===== src/rtl/mem_req_ctrl_if.sv =====
// mem_req_ctrl_if: load/store-stage controls and data-bus handshake of mem_req_ctrl.
// master = the controller (drives the data bus), slave = pipeline stage + memory side.
interface mem_req_ctrl_if;
    logic        ls_valid_i;
    logic        ls_load_i;
    logic        ls_store_i;
    logic        ls_sign_i;
    logic [2:0]  ls_size_i;
    logic [31:0] ls_addr_i;
    logic [31:0] ls_wdata_i;
    logic        flush_i;
    logic        allowin_i;
    logic        ls_over_o;
    logic [31:0] ls_rdata_o;
    logic        ls_ale_o;
    logic        data_req_o;
    logic        data_wr_o;
    logic [1:0]  data_size_o;
    logic [31:0] data_addr_o;
    logic [31:0] data_wdata_o;
    logic [3:0]  data_wstrb_o;
    logic        data_addr_ok_i;
    logic        data_data_ok_i;
    logic [31:0] data_rdata_i;

    modport master (
        input  ls_valid_i, ls_load_i, ls_store_i, ls_sign_i, ls_size_i,
        input  ls_addr_i, ls_wdata_i, flush_i, allowin_i,
        input  data_addr_ok_i, data_data_ok_i, data_rdata_i,
        output ls_over_o, ls_rdata_o, ls_ale_o,
        output data_req_o, data_wr_o, data_size_o, data_addr_o, data_wdata_o, data_wstrb_o
    );

    modport slave (
        output ls_valid_i, ls_load_i, ls_store_i, ls_sign_i, ls_size_i,
        output ls_addr_i, ls_wdata_i, flush_i, allowin_i,
        output data_addr_ok_i, data_data_ok_i, data_rdata_i,
        input  ls_over_o, ls_rdata_o, ls_ale_o,
        input  data_req_o, data_wr_o, data_size_o, data_addr_o, data_wdata_o, data_wstrb_o
    );
endinterface


===== src/rtl/mem_req_ctrl.sv =====
// mem_req_ctrl: MEM-stage load/store request controller, one outstanding bus request.
// Optional feature macro MEM_ALIGN_CHECK_EN: misaligned accesses are rejected with
// ls_ale_o instead of being issued with a force-aligned address.
module mem_req_ctrl (
    input  logic           clk,
    input  logic           rst,
    mem_req_ctrl_if.master bus
);
    localparam int unsigned AW = 32;
    localparam int unsigned DW = 32;

    localparam logic [2:0] S_IDLE  = 3'd0;
    localparam logic [2:0] S_REQ   = 3'd1;
    localparam logic [2:0] S_WAIT  = 3'd2;
    localparam logic [2:0] S_DONE  = 3'd3;
    localparam logic [2:0] S_DRAIN = 3'd4;

    localparam logic [2:0] SZ_BYTE = 3'd4;
    localparam logic [2:0] SZ_HALF = 3'd2;

    logic [2:0]    state_q;
    logic [2:0]    state_d;
    logic          sign_q;
    logic          capture;
    logic          is_ls;
    logic          is_byte;
    logic          is_half;
    logic          misaligned;
    logic          align_block;
    logic          start;
    logic [1:0]    size_enc;
    logic [AW-1:0] addr_al;
    logic [3:0]    wstrb_nxt;
    logic [DW-1:0] wdata_nxt;
    logic [DW-1:0] rdata_sh;
    logic [DW-1:0] rdata_ext;

    // Decode the incoming instruction into bus request fields
    always_comb begin
        is_ls      = bus.ls_load_i | bus.ls_store_i;
        is_byte    = (bus.ls_size_i == SZ_BYTE);
        is_half    = (bus.ls_size_i == SZ_HALF);
        misaligned = is_half ? bus.ls_addr_i[0]
                   : (is_byte ? 1'b0 : (bus.ls_addr_i[1:0] != 2'b00));
        size_enc   = is_byte ? 2'd0 : (is_half ? 2'd1 : 2'd2);
        addr_al    = bus.ls_addr_i;
        if (misaligned) begin
            if (is_half) addr_al[0]   = 1'b0;
            else         addr_al[1:0] = 2'b00;
        end
        wdata_nxt = bus.ls_wdata_i;
        wstrb_nxt = 4'b1111;
        if (is_byte) begin
            wdata_nxt = {4{bus.ls_wdata_i[7:0]}};
            wstrb_nxt = 4'b0001 << addr_al[1:0];
        end else if (is_half) begin
            wdata_nxt = {2{bus.ls_wdata_i[15:0]}};
            wstrb_nxt = addr_al[1] ? 4'b1100 : 4'b0011;
        end
        if (!bus.ls_store_i) wstrb_nxt = 4'b0000;
    end

`ifdef MEM_ALIGN_CHECK_EN
    assign align_block  = misaligned;
    assign bus.ls_ale_o = ~rst & (state_q == S_IDLE) & bus.ls_valid_i & is_ls & misaligned;
`else
    assign align_block  = 1'b0;
    assign bus.ls_ale_o = 1'b0;
`endif

    assign start = (state_q == S_IDLE) & bus.ls_valid_i & is_ls & ~align_block & ~bus.flush_i;

    // Completion: result held in DONE, or an instruction that needs no bus access
    assign bus.ls_over_o = ~rst & ((state_q == S_DONE) |
                           ((state_q == S_IDLE) & bus.ls_valid_i & (~is_ls | align_block)));

    // Extract and extend the returned load data using the registered request
    always_comb begin
        rdata_sh  = bus.data_rdata_i;
        rdata_ext = bus.data_rdata_i;
        if (bus.data_size_o == 2'd0) begin
            rdata_sh  = bus.data_rdata_i >> {bus.data_addr_o[1:0], 3'b000};
            rdata_ext = {{24{sign_q & rdata_sh[7]}}, rdata_sh[7:0]};
        end else if (bus.data_size_o == 2'd1) begin
            rdata_sh  = bus.data_rdata_i >> {bus.data_addr_o[1], 4'b0000};
            rdata_ext = {{16{sign_q & rdata_sh[15]}}, rdata_sh[15:0]};
        end
    end

    // Next-state logic; flush wins over progress, DRAIN absorbs an accepted request
    always_comb begin
        state_d = state_q;
        capture = 1'b0;
        case (state_q)
            S_IDLE: begin
                if (start) state_d = S_REQ;
            end
            S_REQ: begin
                if (bus.flush_i) begin
                    state_d = (bus.data_addr_ok_i & ~bus.data_data_ok_i) ? S_DRAIN : S_IDLE;
                end else if (bus.data_addr_ok_i) begin
                    if (bus.data_data_ok_i) begin
                        state_d = S_DONE;
                        capture = 1'b1;
                    end else begin
                        state_d = S_WAIT;
                    end
                end
            end
            S_WAIT: begin
                if (bus.flush_i) begin
                    state_d = bus.data_data_ok_i ? S_IDLE : S_DRAIN;
                end else if (bus.data_data_ok_i) begin
                    state_d = S_DONE;
                    capture = 1'b1;
                end
            end
            S_DONE: begin
                if (bus.flush_i | bus.allowin_i) state_d = S_IDLE;
            end
            S_DRAIN: begin
                if (bus.data_data_ok_i) state_d = S_IDLE;
            end
            default: state_d = S_IDLE;
        endcase
    end

    // State register
    always_ff @(posedge clk or posedge rst) begin
        if (rst) state_q <= S_IDLE;
        else     state_q <= state_d;
    end

    // Request fields latched at start and held; load result latched on capture
    always_ff @(posedge clk or posedge rst) begin
        if (rst) begin
            bus.data_req_o   <= 1'b0;
            bus.data_wr_o    <= 1'b0;
            bus.data_size_o  <= 2'd0;
            bus.data_addr_o  <= '0;
            bus.data_wdata_o <= '0;
            bus.data_wstrb_o <= 4'b0000;
            bus.ls_rdata_o   <= '0;
            sign_q           <= 1'b0;
        end else begin
            bus.data_req_o <= (state_d == S_REQ);
            if (start) begin
                bus.data_wr_o    <= bus.ls_store_i;
                bus.data_size_o  <= size_enc;
                bus.data_addr_o  <= addr_al;
                bus.data_wdata_o <= wdata_nxt;
                bus.data_wstrb_o <= wstrb_nxt;
                sign_q           <= bus.ls_sign_i;
            end
            if (capture) bus.ls_rdata_o <= rdata_ext;
        end
    end
endmodule

===== src/flat_wrapper.sv =====
// flat-port wrapper written by rule: the top's interface ports become plain ports
module mem_req_ctrl_flat 
  (clk, rst, bus_ls_valid_i, bus_ls_load_i, bus_ls_store_i, bus_ls_sign_i, bus_ls_size_i, bus_ls_addr_i, bus_ls_wdata_i, bus_flush_i, bus_allowin_i, bus_data_addr_ok_i, bus_data_data_ok_i, bus_data_rdata_i, bus_ls_over_o, bus_ls_rdata_o, bus_ls_ale_o, bus_data_req_o, bus_data_wr_o, bus_data_size_o, bus_data_addr_o, bus_data_wdata_o, bus_data_wstrb_o);
  mem_req_ctrl_if bus_i ();
  input  logic clk;
  input  logic rst;
  input wire logic [$bits(bus_i.ls_valid_i)-1:0] bus_ls_valid_i;
  input wire logic [$bits(bus_i.ls_load_i)-1:0] bus_ls_load_i;
  input wire logic [$bits(bus_i.ls_store_i)-1:0] bus_ls_store_i;
  input wire logic [$bits(bus_i.ls_sign_i)-1:0] bus_ls_sign_i;
  input wire logic [$bits(bus_i.ls_size_i)-1:0] bus_ls_size_i;
  input wire logic [$bits(bus_i.ls_addr_i)-1:0] bus_ls_addr_i;
  input wire logic [$bits(bus_i.ls_wdata_i)-1:0] bus_ls_wdata_i;
  input wire logic [$bits(bus_i.flush_i)-1:0] bus_flush_i;
  input wire logic [$bits(bus_i.allowin_i)-1:0] bus_allowin_i;
  input wire logic [$bits(bus_i.data_addr_ok_i)-1:0] bus_data_addr_ok_i;
  input wire logic [$bits(bus_i.data_data_ok_i)-1:0] bus_data_data_ok_i;
  input wire logic [$bits(bus_i.data_rdata_i)-1:0] bus_data_rdata_i;
  output wire logic [$bits(bus_i.ls_over_o)-1:0] bus_ls_over_o;
  output wire logic [$bits(bus_i.ls_rdata_o)-1:0] bus_ls_rdata_o;
  output wire logic [$bits(bus_i.ls_ale_o)-1:0] bus_ls_ale_o;
  output wire logic [$bits(bus_i.data_req_o)-1:0] bus_data_req_o;
  output wire logic [$bits(bus_i.data_wr_o)-1:0] bus_data_wr_o;
  output wire logic [$bits(bus_i.data_size_o)-1:0] bus_data_size_o;
  output wire logic [$bits(bus_i.data_addr_o)-1:0] bus_data_addr_o;
  output wire logic [$bits(bus_i.data_wdata_o)-1:0] bus_data_wdata_o;
  output wire logic [$bits(bus_i.data_wstrb_o)-1:0] bus_data_wstrb_o;
  assign bus_i.ls_valid_i = bus_ls_valid_i;
  assign bus_i.ls_load_i = bus_ls_load_i;
  assign bus_i.ls_store_i = bus_ls_store_i;
  assign bus_i.ls_sign_i = bus_ls_sign_i;
  assign bus_i.ls_size_i = bus_ls_size_i;
  assign bus_i.ls_addr_i = bus_ls_addr_i;
  assign bus_i.ls_wdata_i = bus_ls_wdata_i;
  assign bus_i.flush_i = bus_flush_i;
  assign bus_i.allowin_i = bus_allowin_i;
  assign bus_i.data_addr_ok_i = bus_data_addr_ok_i;
  assign bus_i.data_data_ok_i = bus_data_data_ok_i;
  assign bus_i.data_rdata_i = bus_data_rdata_i;
  assign bus_ls_over_o = bus_i.ls_over_o;
  assign bus_ls_rdata_o = bus_i.ls_rdata_o;
  assign bus_ls_ale_o = bus_i.ls_ale_o;
  assign bus_data_req_o = bus_i.data_req_o;
  assign bus_data_wr_o = bus_i.data_wr_o;
  assign bus_data_size_o = bus_i.data_size_o;
  assign bus_data_addr_o = bus_i.data_addr_o;
  assign bus_data_wdata_o = bus_i.data_wdata_o;
  assign bus_data_wstrb_o = bus_i.data_wstrb_o;
  mem_req_ctrl u_core (.clk(clk), .rst(rst), .bus(bus_i));
endmodule

===== config.mk =====
export PLATFORM = sky130hd
export DESIGN_NAME = mem_req_ctrl_flat
export DESIGN_NICKNAME = d
export VERILOG_FILES = /design/src/rtl/mem_req_ctrl_if.sv /design/src/rtl/mem_req_ctrl.sv /design/src/flat_wrapper.sv
export SDC_FILE = /design/constraint.sdc
export NUM_CORES = 1
export LEC_CHECK = 0
export CAP_MARGIN = 30
export CORE_ASPECT_RATIO = 0.75
export CORE_UTILIZATION = 50
export CTS_CLUSTER_DIAMETER = 40
export DETAILED_ROUTE_END_ITERATION = 16
export DONT_BUFFER_PORTS = 1
export PLACE_DENSITY = 0.68
export SLEW_MARGIN = 15
export SYNTH_ARGS = -nofsm -noshare
export SYNTH_HDL_FRONTEND = slang
export SYNTH_SLANG_ARGS = --single-unit

===== constraint.sdc =====
create_clock -name clk -period 3.8 [get_ports clk]
set_clock_uncertainty 0.15 [all_clocks]
set_input_delay 0.76 -clock clk [delete_from_list [all_inputs] [get_ports clk]]
set_output_delay 0.76 -clock clk [all_outputs]
set_load 0.01 [all_outputs]

Yosys cells after proc, flatten, opt, wreduce, memory -nomap -nowiden

Index checks and enable logic that the tools add are counted.

Register bits: 108
Bits in latches: 0
Memory bits (writable): 0
Memory bits (read-only): 0
Logic and storage cells: 68
Memories: 0

$add $sub $neg: 0
Multiply operators: 0
Div/mod/pow operators: 0
Magnitude comparators: 0
Equality and inequality tests: 8
Shift operators: 3
Mux-type cells: 30
Bitwise logic cells: 15
Reduce and logical (&&, ||, !) cells: 3

Operators with widths:

| operator            | number |
|---|---|
| $mux 32             | 4 |
| $shr 32x5->16       | 1 |
| $shr 32x5->8        | 1 |
| $mux 3              | 9 |
| $mux 4              | 4 |
| $pmux 3 s5          | 1 |
| $eq 3x2->1 const B  | 3 |
| $and 1x1->1         | 8 |
| $mux 1              | 8 |
| $eq 3x1->1 const B  | 2 |
| $eq 3x3->1 const B  | 2 |
| $mux 2              | 3 |
| $not 1->1           | 4 |
| $shl 1x2->4 const A | 1 |
| $logic_not 3->1     | 1 |
| $or 1x1->1          | 3 |
| $eq 2x1->1 const B  | 1 |
| $logic_not 2->1     | 1 |
| $pmux 1 s2          | 1 |
| $reduce_bool 2->1   | 1 |

Longest topological paths before layout

Gate-level depths: netlist (run 1).

Depth in word-level cells: 8
Mapped depth: 8

Worst setup path after synthesis (run 1)

OpenSTA, ideal clock, no wires.

Path type: in2reg
Start: in bus_flush_i
End: reg u_core.bus.data_addr_o[10]
Setup time: 0.117 ns
Arrival: 1.989 ns
Required time: 3.533 ns
Path slack: 1.543 ns
Cell stages on the path: 8
Path through: or2_1 buf_2 or4_4 buf_6 buf_6 buf_6 nand2_1 nand2_1

Word-level cells in the longest chain between the ends: 2

RTL lines:

| what                 | line                  | text |
|---|---|---|
| from (decl)          | flat_wrapper.sv:14    | `input wire logic [$bits(bus_i.flush_i)-1:0] bus_flush_i;` |
| $not 1->1            | mem_req_ctrl.sv:71    | `assign start = (state_q == S_IDLE) & bus.ls_valid_i & is_ls & ~align_block & ~bus.flush_i;` |
| $and 1x1->1          | mem_req_ctrl.sv:71    |  |
| to (signal assigned) | mem_req_ctrl.sv:150   | `bus.data_addr_o <= addr_al;` |
| to (decl)            | mem_req_ctrl_if.sv:31 | `output data_req_o, data_wr_o, data_size_o, data_addr_o, data_wdata_o, data_wstrb_o` |

Every way passes these cells.
A chain may end at the register's enable or synchronous reset.

Final worst setup path (run 1)

Start: reg u_core.state_q[0]
End: out bus_ls_over_o

Word-level cells in the longest chain between the ends: 5

RTL lines:

| what                     | line                | text |
|---|---|---|
| from (decl)              | mem_req_ctrl.sv:21  | `logic [2:0] state_q;` |
| from (signal assigned)   | mem_req_ctrl.sv:131 | `else state_q <= state_d;` |
| $logic_not 3->1          | mem_req_ctrl.sv:75  | `((state_q == S_IDLE) & bus.ls_valid_i & (~is_ls \| align_block)));` |
| $and 1x1->1 (2 in a row) | mem_req_ctrl.sv:75  |  |
| $or 1x1->1 (*)           | mem_req_ctrl.sv:74  | `assign bus.ls_over_o = ~rst & ((state_q == S_DONE) \|` |
| $and 1x1->1 (*)          | mem_req_ctrl.sv:74  |  |
| to (decl)                | flat_wrapper.sv:19  | `output wire logic [$bits(bus_i.ls_over_o)-1:0] bus_ls_over_o;` |

Mark *: on every way between the ends. The rest lies on a longest branch, timed or not.

==> impl_metrics.tcl, run 1 <==
set metrics [dict create \
    postLayoutCellArea_um2 5550 \
    ant_nets 0 \
    antennaDiodeCount 0 \
    status "completed" \
    multi_input_area_um2 2240 \
    worstPathArrival_ns 1.64 \
    maxSlewHeadroom 0.477 \
    post_cts_resized 0 \
    clock-root-buffer "clkbuf_16" \
    yosysWarnings 0 \
    clock_latency_ns 0.33 \
    layout-drive-gt1-share 0.0805 \
    ff2ff_path_depth 4 \
    ys_seq_area_frac 0.524 \
    track_usage 0.247 \
    first_pass_iters 6 \
    cts_buffers 9 \
    viasPerCell 5.92 \
    max_freq_ghz 0.392 \
    power_density_nw_per_um2 660 \
    netlist_instances 548 \
    rows 31 \
    grt-ovfl-total 0 \
    post_cts_buffers 0 \
    r2r_end "u_core.bus.ls_rdata_o[23]$_DFFE_PP0P_" \
    htreeDepth 3 \
    grt_pass1_vias 3841 \
    wl_per_cell_um 19.5 \
    dieArea_um2 10700 \
    holdCritPathClass "input port to async pin" \
    crit_path_start_kind "flop" \
    drc_errors 0 \
    synth_top_area_frac 0.524 \
    regArea_um2 2700 \
    clkSlewWorstSetupHoldPaths_ns 0.07 \
    ir_drop_v 0.000308 \
    finalHoldViolations 0 \
    drt_iter0_drc 330 \
    hpwlAfterDp_um 9370 \
    start_util 0.524 \
    cts_hold_buffers 0 \
    cp.required_ns 2.89 \
    antenna_found_initial 0 \
    ys_ff_latch 108 \
    period_needed_ns 2.55 \
    synth_most_common_cell "nand2_1" \
    cts_tree "done" \
    placed_cell_area_um2 5190 \
    synth-edff-count 0 \
    yosysUniqueCellTypes 45 \
    synth_top_cell_by_area "dfrtp_1" \
    slew_violations 0 \
    setup_viol 0 \
    postSynthNetCount 657 \
    syn_area_um2 5160 \
    utilization 0.563 \
    fin_nets 638 \
    ys_async_sr_fraction 1.00 \
    setup_tns_ns 0 \
    fill_cells 881 \
    routed_wl_um 13000 \
    rsz0062_at_grt "no" \
    synthTopCellsByArea "dfrtp_1 (52%), nand2_1 (13%), mux2i_1 (4.3%)" \
    cts_buffer_depth 2 \
    fin_crit_sh 0.671 \
    dp_cells 648 \
    crit_fanout 10 \
    routabilityCongestion 0.879 \
    crit_type "flop to output pin" \
    die_h_um 90 \
    core_um2 9850 \
    grt_start_max_net_pins 99 \
    synthToLayoutAreaGrowth_pct 7.51 \
    port_buffers 0 \
    final_cell_count_no_fill 666 \
    vias 3944 \
    end_kind "output pin" \
    cts_sinks 108 \
    p_leak_nw 2.64 \
    grt_pass1_wl_um 20800 \
    chipWidth_um 119 \
    timing.rr.start "u_core.bus.data_addr_o[1]$_DFFE_PP0P_" \
    worstMarginPinSlew_ns 0.782 \
    maxCapViolCount 0 \
    ys_top_cells_by_count "nand2_1 (183), dfrtp_1 (108), nand3_1 (37)" \
    synth_area_per_cell_um2 9.42 \
    reg2reg_setup_slack_ns 1.42 \
    io_pins 215 \
    synthFlopType "dfrtp_1" \
]
through the flow:
step	setup slack (ns)	hold slack [ns]	power, mW
after floorplan	0.0444	0.334	2.47
after global routing	1.08	0.310	3.89
final	1.25	0.272	3.67
after detailed placement	1.22	0.383	2.68
after CTS	1.23	0.308	3.70
after global placement	1.26	0.377	2.64
area by class of cell:
class	instances	area share
flip-flops and latches	108	0.487
repair buffers	10	0.0194
clock inverters	5	0.0149
multi-input cells	398	0.404
inverters	2	0.00180
well taps	132	0.0298
clock buffers	11	0.0437
worst max path at each step:
stage / start / to / depth (start not counted)
floorplan: rst / u_core.bus.data_addr_o[0]$_DFFE_PP0P_ / 1
global placement: bus_flush_i / u_core.bus.data_wstrb_o[0]$_DFFE_PP0P_ / 4
detailed placement: bus_flush_i / u_core.bus.data_wstrb_o[0]$_DFFE_PP0P_ / 4
CTS: u_core.state_q[0]$_DFF_PP0_ / bus_ls_over_o / 4
global route: u_core.state_q[0]$_DFF_PP0_ / bus_ls_over_o / 4
finish: u_core.state_q[0]$_DFF_PP0_ / bus_ls_over_o / 4
worst max-delay path: stages, from the launching register on:
cell	delay (ns)
dfrtp_1	0.48
nand2b_1	0.27
nor4_1	0.20
a21oi_1	0.07
nor3_1	0.30
cell usage in the layout (no fill, tap or decap), drive strengths merged, types with 2 or more instances in the layout:
cell type / instances
a21oi: 16
nor3b: 3
a21o: 6
nor3: 2
clkinv: 2
o211ai: 4
a22o: 16
nor2: 21
inv: 3
nand2b: 2
a221oi: 8
o22a: 8
nand2: 183
nor2b: 5
or3b: 2
dfrtp: 108
bufinv: 2
nand3: 37
mux4: 7
buf: 10
a211oi: 4
o21ai: 35
clkbuf: 11
mux2i: 22
nor4: 2
routing by layer:
layer / share of wire / global-route usage / vias up / routed length (um)
met5: 0 / 0 / - / 0
met4: 0.014 / 0.0677 / 0 / 184
met3: 0.12 / 0.103 / 17 / 1610
met2: 0.42 / 0.349 / 221 / 5500
met1: 0.44 / 0.348 / 1866 / 5710
li1: - / - / 1840 / -
kinds of logic after synthesis:
family,share of synthesized area
AND/OR/NAND/NOR,0.212
flip-flops,0.524
AO/OA/AOI/OAI,0.144
buffers and inverters,0.0443
multiplexers,0.0732
XOR/XNOR,0.00170
other,0.000726
where the power goes:
group	internal [mW]	switching (mW)	leakage, nW	total, mW
combinational	0.281	0.345	1.13	0.626
clock	0.600	0.411	0.161	1.01
sequential	1.53	0.500	1.35	2.03
total	2.41	1.26	2.64	3.67
registers in the layout, indices dropped and copies added, names as in the netlist, 2 cells and up:
register and count:
u_core.bus.data_wdata_o 32, u_core.bus.data_addr_o 32, u_core.bus.data_wstrb_o 4, u_core.state_q 3
u_core.bus.data_size_o 2, u_core.bus.ls_rdata_o 32
No activity file was read; power rests on OpenSTA's default activity.
==> run 2: changes to the inputs <==
--- a/config.mk
+++ b/config.mk
@@ -11,7 +11,6 @@
 export CTS_CLUSTER_DIAMETER = 40
 export DETAILED_ROUTE_END_ITERATION = 16
 export DONT_BUFFER_PORTS = 1
-export PLACE_DENSITY = 0.68
 export SLEW_MARGIN = 15
 export SYNTH_ARGS = -nofsm -noshare
 export SYNTH_HDL_FRONTEND = slang
==> constraint.sdc (replaced) <==
create_clock -name clk -period 2.4 [get_ports clk]
set_clock_uncertainty 0.15 [all_clocks]
set_input_delay 0.48 -clock clk [delete_from_list [all_inputs] [get_ports clk]]
set_output_delay 0.48 -clock clk [all_outputs]
set_load 0.01 [all_outputs]
==> impl_metrics.tcl, run 2 (synthesized netlist as in run 1, its figures left out) <==
set metrics [dict create \
    cp.required_ns 1.77 \
    ant_nets 0 \
    antennaDiodeCount 0 \
    p_int_mw 3.62 \
    clock_latency_ns 0.34 \
    seqPwrFrac 0.566 \
    ff2ff_path_depth 4 \
    layout-drive-gt1-share 0.0939 \
    io_pins 215 \
    slew_violations 0 \
    start_util 0.524 \
    antenna_found_initial 0 \
    routed_wl_um 13700 \
    cts_buffer_depth 2 \
    dieArea_um2 10700 \
    pre_cts_ws_ns 0.333 \
    first_pass_iters 4 \
    ir_drop_v 0.000467 \
    port_buffers 0 \
    power_density_nw_per_um2 1010 \
    max_freq_ghz 0.442 \
    core_um2 9850 \
    fin_crit_sh 0.943 \
    final_common_cell "nand2_1" \
    clkSlewWorstSetupHoldPaths_ns 0.07 \
    rsz0062_at_grt "no" \
    largestRegisters "u_core.bus.data_addr_o x32, u_core.bus.data_wdata_o x32, u_core.bus.ls_rdata_o x32" \
    grt_start_max_net_pins 58 \
    finalPower_mw 5.65 \
    use_met3 0.109 \
    rows 31 \
    cp_slowest_stage_delay_ns 0.46 \
    vias 4007 \
    maxCapViolCount 0 \
    grt_pass1_wl_um 21800 \
    cp_cell_sequence "nand2b_1 > nor4_1 > a21oi_1 > nor3_1" \
    synthToLayoutAreaGrowth_pct 8.60 \
    track_usage 0.264 \
    switchingPower_mw 2.03 \
    post_cts_resized 0 \
    p_clk_frac 0.249 \
    setup_viol 0 \
    maxSlewHeadroom 0.501 \
    crit_type "flop to output pin" \
    switching_share 0.359 \
    worstMarginPinSlew_ns 0.746 \
    die_h_um 90 \
    cts_buffers 9 \
    htreeDepth 3 \
    holdPathStages 1 \
    grt_pass1_vias 3885 \
    worstPathArrival_ns 1.63 \
    cpMaxStageDelayCell "dfrtp_1" \
    cts_sinks 108 \
    finalHoldViolations 0 \
    setup_ws_ns 0.137 \
    setup_tns_ns 0 \
    p_leak_nw 2.65 \
    met1_usage 0.351 \
    grt-ovfl-total 0 \
    crit_fanout 10 \
    holdCritPathClass "input port to flop" \
    viasPerCell 5.94 \
    wl_per_cell_um 20.3 \
    cts_tree "done" \
    clock-root-buffer "clkbuf_16" \
    busiest_layer "met2" \
    end_kind "output pin" \
    pwr-share-comb 0.185 \
    crit_path_start_kind "flop" \
    chipWidth_um 119 \
    drc_errors 0 \
    drt_iter0_drc 301 \
    hpwlAfterDp_um 10000 \
    fin_nets 647 \
    status "completed" \
    period_needed_ns 2.26 \
    layout_common_cells "nand2_1 (183), dfrtp_1 (108), nand3_1 (37), o21ai_0 (35), mux2i_1 (22)" \
    met2_usage 0.397 \
    routabilityCongestion 0.825 \
]
## run 2: area by class of cell
class | count | area, um2
Fill cell | 894 | 4250
Sequential cell | 108 | 2700
Multi-Input combinational cell | 398 | 2240
Clock buffer | 11 | 243
Timing Repair Buffer | 19 | 208
Tap cell | 132 | 165
Clock inverter | 5 | 37.5
Inverter | 2 | 11.3
## run 2: worst max-delay path: cells and delay by family (launching register included)
family	cells	cell delay [ns]
simple gates	3	0.76
compound gates	1	0.07
flops	1	0.46
## run 2: worst paths after layout
path                                                       start                                endpoint  slack (ns)
max                                  u_core.state_q[0]$_DFF_PP0_                           bus_ls_over_o        0.14
min                                           bus_data_data_ok_i             u_core.state_q[2]$_DFF_PP0_        0.04
max reg2reg                          u_core.state_q[1]$_DFF_PP0_   u_core.bus.ls_rdata_o[31]$_DFFE_PP0P_        0.33
min reg2reg                u_core.bus.data_addr_o[0]$_DFFE_PP0P_   u_core.bus.data_addr_o[0]$_DFFE_PP0P_        0.39
max in group asynchronous                                    rst  u_core.bus.data_addr_o[18]$_DFFE_PP0P_        1.03
min in group asynchronous                                    rst   u_core.bus.data_addr_o[1]$_DFFE_PP0P_        0.47
## run 2: power groups by stage
stage               logic (mW)  clock network [mW]  registers, mW
finish                    1.05                1.41           3.20
global route              1.21                1.51           3.27
CTS                       1.06                1.43           3.20
detailed placement        1.06                   0           3.23
global placement          1.01                   0           3.22
floorplan                0.873                   0           3.04
## run 2: per-stage QoR
stage               hold slack, ns   util  cells  area [um2]
floorplan                    0.334      -    548        5170
global placement             0.222  0.540    658        5320
detailed placement           0.226  0.540    658        5320
CTS                         0.0247  0.569    675        5610
global route                0.0245  0.569    675        5610
finish                      0.0413  0.569    675        5610
## run 2: layer usage
layer	wire length, um	part of all wire
met4	179	0.013
met1	5750	0.42
met2	6150	0.45
met3	1600	0.12
met5	0	0
## run 2: repair_timing
action | 4_1_cts | 5_1_grt
hold buffers | 1 | 0
setup buffers | 0 | 0
hold endpoints to repair | 12 | 0
==> run 3: changes to the inputs <==
--- a/config.mk
+++ b/config.mk
@@ -6,11 +6,12 @@
 export NUM_CORES = 1
 export LEC_CHECK = 0
 export CAP_MARGIN = 30
-export CORE_ASPECT_RATIO = 0.75
-export CORE_UTILIZATION = 50
+export CORE_ASPECT_RATIO = 1.5
+export CORE_UTILIZATION = 60
 export CTS_CLUSTER_DIAMETER = 40
 export DETAILED_ROUTE_END_ITERATION = 16
 export DONT_BUFFER_PORTS = 1
+export PLACE_DENSITY = 0.76
 export SLEW_MARGIN = 15
 export SYNTH_ARGS = -nofsm -noshare
 export SYNTH_HDL_FRONTEND = slang
==> impl_metrics.tcl, run 3 (synthesized netlist as in run 1, its figures left out) <==
set metrics [dict create \
    setup_viol 0 \
    slew_violations 0 \
    max_freq_ghz 0.453 \
    cp_slowest_stage_delay_ns 0.46 \
    cts_buffer_depth 2 \
    finalHoldViolations 0 \
    hold_end "u_core.state_q[2]$_DFF_PP0_" \
    die_h_um 116 \
    start_util 0.617 \
    rsz0062_at_grt "no" \
    ant_nets 0 \
    grt-ovfl-total 0 \
    r2r_end "u_core.bus.data_wstrb_o[0]$_DFFE_PP0P_" \
    htreeDepth 3 \
    chipWidth_um 77.7 \
    met1_usage 0.305 \
    wl_per_cell_um 18.9 \
    drt_iter0_drc 263 \
    final_common_cell "nand2_1" \
    post_cts_buffers 0 \
    maxSlewHeadroom 0.543 \
    period_needed_ns 2.21 \
    cts_tree "done" \
    power_density_nw_per_um2 1000 \
    worstMarginPinSlew_ns 0.684 \
    largestRegisters "u_core.bus.data_addr_o x32, u_core.bus.data_wdata_o x32, u_core.bus.ls_rdata_o x32" \
    cp_cell_sequence "nand2b_1 > nor4_1 > a21oi_1 > nor3_2" \
    antenna_found_initial 0 \
    clkSlewWorstSetupHoldPaths_ns 0.07 \
    holdPathStages 1 \
    clock-root-buffer "clkbuf_16" \
    core_um2 8360 \
    cp.required_ns 1.77 \
    grt_start_max_net_pins 99 \
    port_buffers 0 \
    synthToLayoutAreaGrowth_pct 7.83 \
    layout_common_cells "nand2_1 (183), dfrtp_1 (108), nand3_1 (37), o21ai_0 (35), mux2i_1 (22)" \
    worstPathArrival_ns 1.58 \
    dieArea_um2 8990 \
    cpMaxStageDelayCell "dfrtp_1" \
    routabilityCongestion 0.804 \
    fin_crit_sh 0.919 \
    vias 4007 \
    holdCritPathClass "input port to flop" \
    busiest_layer "met2" \
    routed_wl_um 12300 \
    end_kind "output pin" \
    fin_nets 648 \
    p_leak_nw 2.65 \
    antennaDiodeCount 0 \
    viasPerCell 6.16 \
    fill_cells 657 \
    grt_pass1_vias 4031 \
    rows 41 \
    clock_latency_ns 0.34 \
    maxCapViolCount 0 \
    ir_drop_v 0.000553 \
    first_pass_iters 4 \
    regArea_um2 2700 \
    reg2reg_setup_slack_ns 0.35 \
    hpwlAfterDp_um 9020 \
    holdCritStartpoint "bus_data_data_ok_i" \
    met2_usage 0.478 \
    setup_tns_ns 0 \
    drc_errors 0 \
    grt_pass1_wl_um 19400 \
    cts_sinks 108 \
    layout-drive-gt1-share 0.0993 \
    crit_fanout 10 \
    dp_cells 634 \
    crit_type "flop to output pin" \
    cts_buffers 9 \
    crit_path_start_kind "flop" \
    multi_input_area_um2 2250 \
    final_cell_count_no_fill 651 \
    track_usage 0.280 \
    ff2ff_path_depth 5 \
    hold_slack_ns 0.0414 \
    io_pins 215 \
    status "completed" \
    timing.rr.start "u_core.state_q[0]$_DFF_PP0_" \
    use_met3 0.106 \
]
==> run 3: changes by cell type in the layout (fill, tap and decap cells not counted), sizes merged <==
cell / change
buf: +1
clkinv: -2
clkinvlp: +1
inv: +1
==> run 3: worst max path at each step <==
| stage | slack, ns | end | from |
|---|---|---|---|
| 2_1_floorplan | 0.42 | u_core.bus.data_addr_o[10]$_DFFE_PP0P_ | bus_flush_i |
| 3_3_place_gp | 0.39 | u_core.bus.data_wstrb_o[0]$_DFFE_PP0P_ | bus_flush_i |
| 3_5_place_dp | 0.37 | u_core.bus.data_wstrb_o[0]$_DFFE_PP0P_ | bus_flush_i |
| 4_1_cts | 0.10 | bus_ls_over_o | u_core.state_q[0]$_DFF_PP0_ |
| 5_1_grt | 0.03 | bus_ls_over_o | u_core.state_q[0]$_DFF_PP0_ |
| 6_report | 0.19 | bus_ls_over_o | u_core.state_q[0]$_DFF_PP0_ |
==> run 3: where the power goes <==
group | switching [mW] | leakage [nW] | internal [mW] | total [mW]
logic | 0.567 | 1.17 | 0.464 | 1.03
clock network | 0.654 | 0.128 | 0.735 | 1.39
registers | 0.752 | 1.35 | 2.42 | 3.17
==> run 3: critical path: cells and delay by family, from the launching register on <==
kind	cells	cell delay, ns
compound gates	1	0.09
flops	1	0.46
simple gates	3	0.68
==> run 3: timing repair <==
item,CTS,global route
setup endpoints to repair,0,1
resized for setup,0,1
hold endpoints to repair,26,0
hold buffers,1,0
==> run 3: through the flow <==
stage	util	cell area, um2	power, mW	setup WS (ns)
global route	0.666	5570	5.90	0.0258
floorplan	-	5170	3.92	0.423
finish	0.666	5570	5.59	0.195
global placement	0.631	5270	4.17	0.387
CTS	0.665	5560	5.63	0.105
detailed placement	0.631	5270	4.24	0.371
==> run 3: metal layers <==
layer / up-vias / routed length, um
met5: - / 0
met4: 0 / 363
met3: 30 / 1220
met2: 213 / 6390
met1: 1905 / 4340
li1: 1859 / -
==> run 3: cell type report <==
cell class                 count  area share
clock buffer                  11      0.0436
clock inverter                 5     0.00652
inverter                       2     0.00202
multi-input combinational    398       0.404
sequential                   108       0.486
tap                          107      0.0241
timing repair buffer          20      0.0342
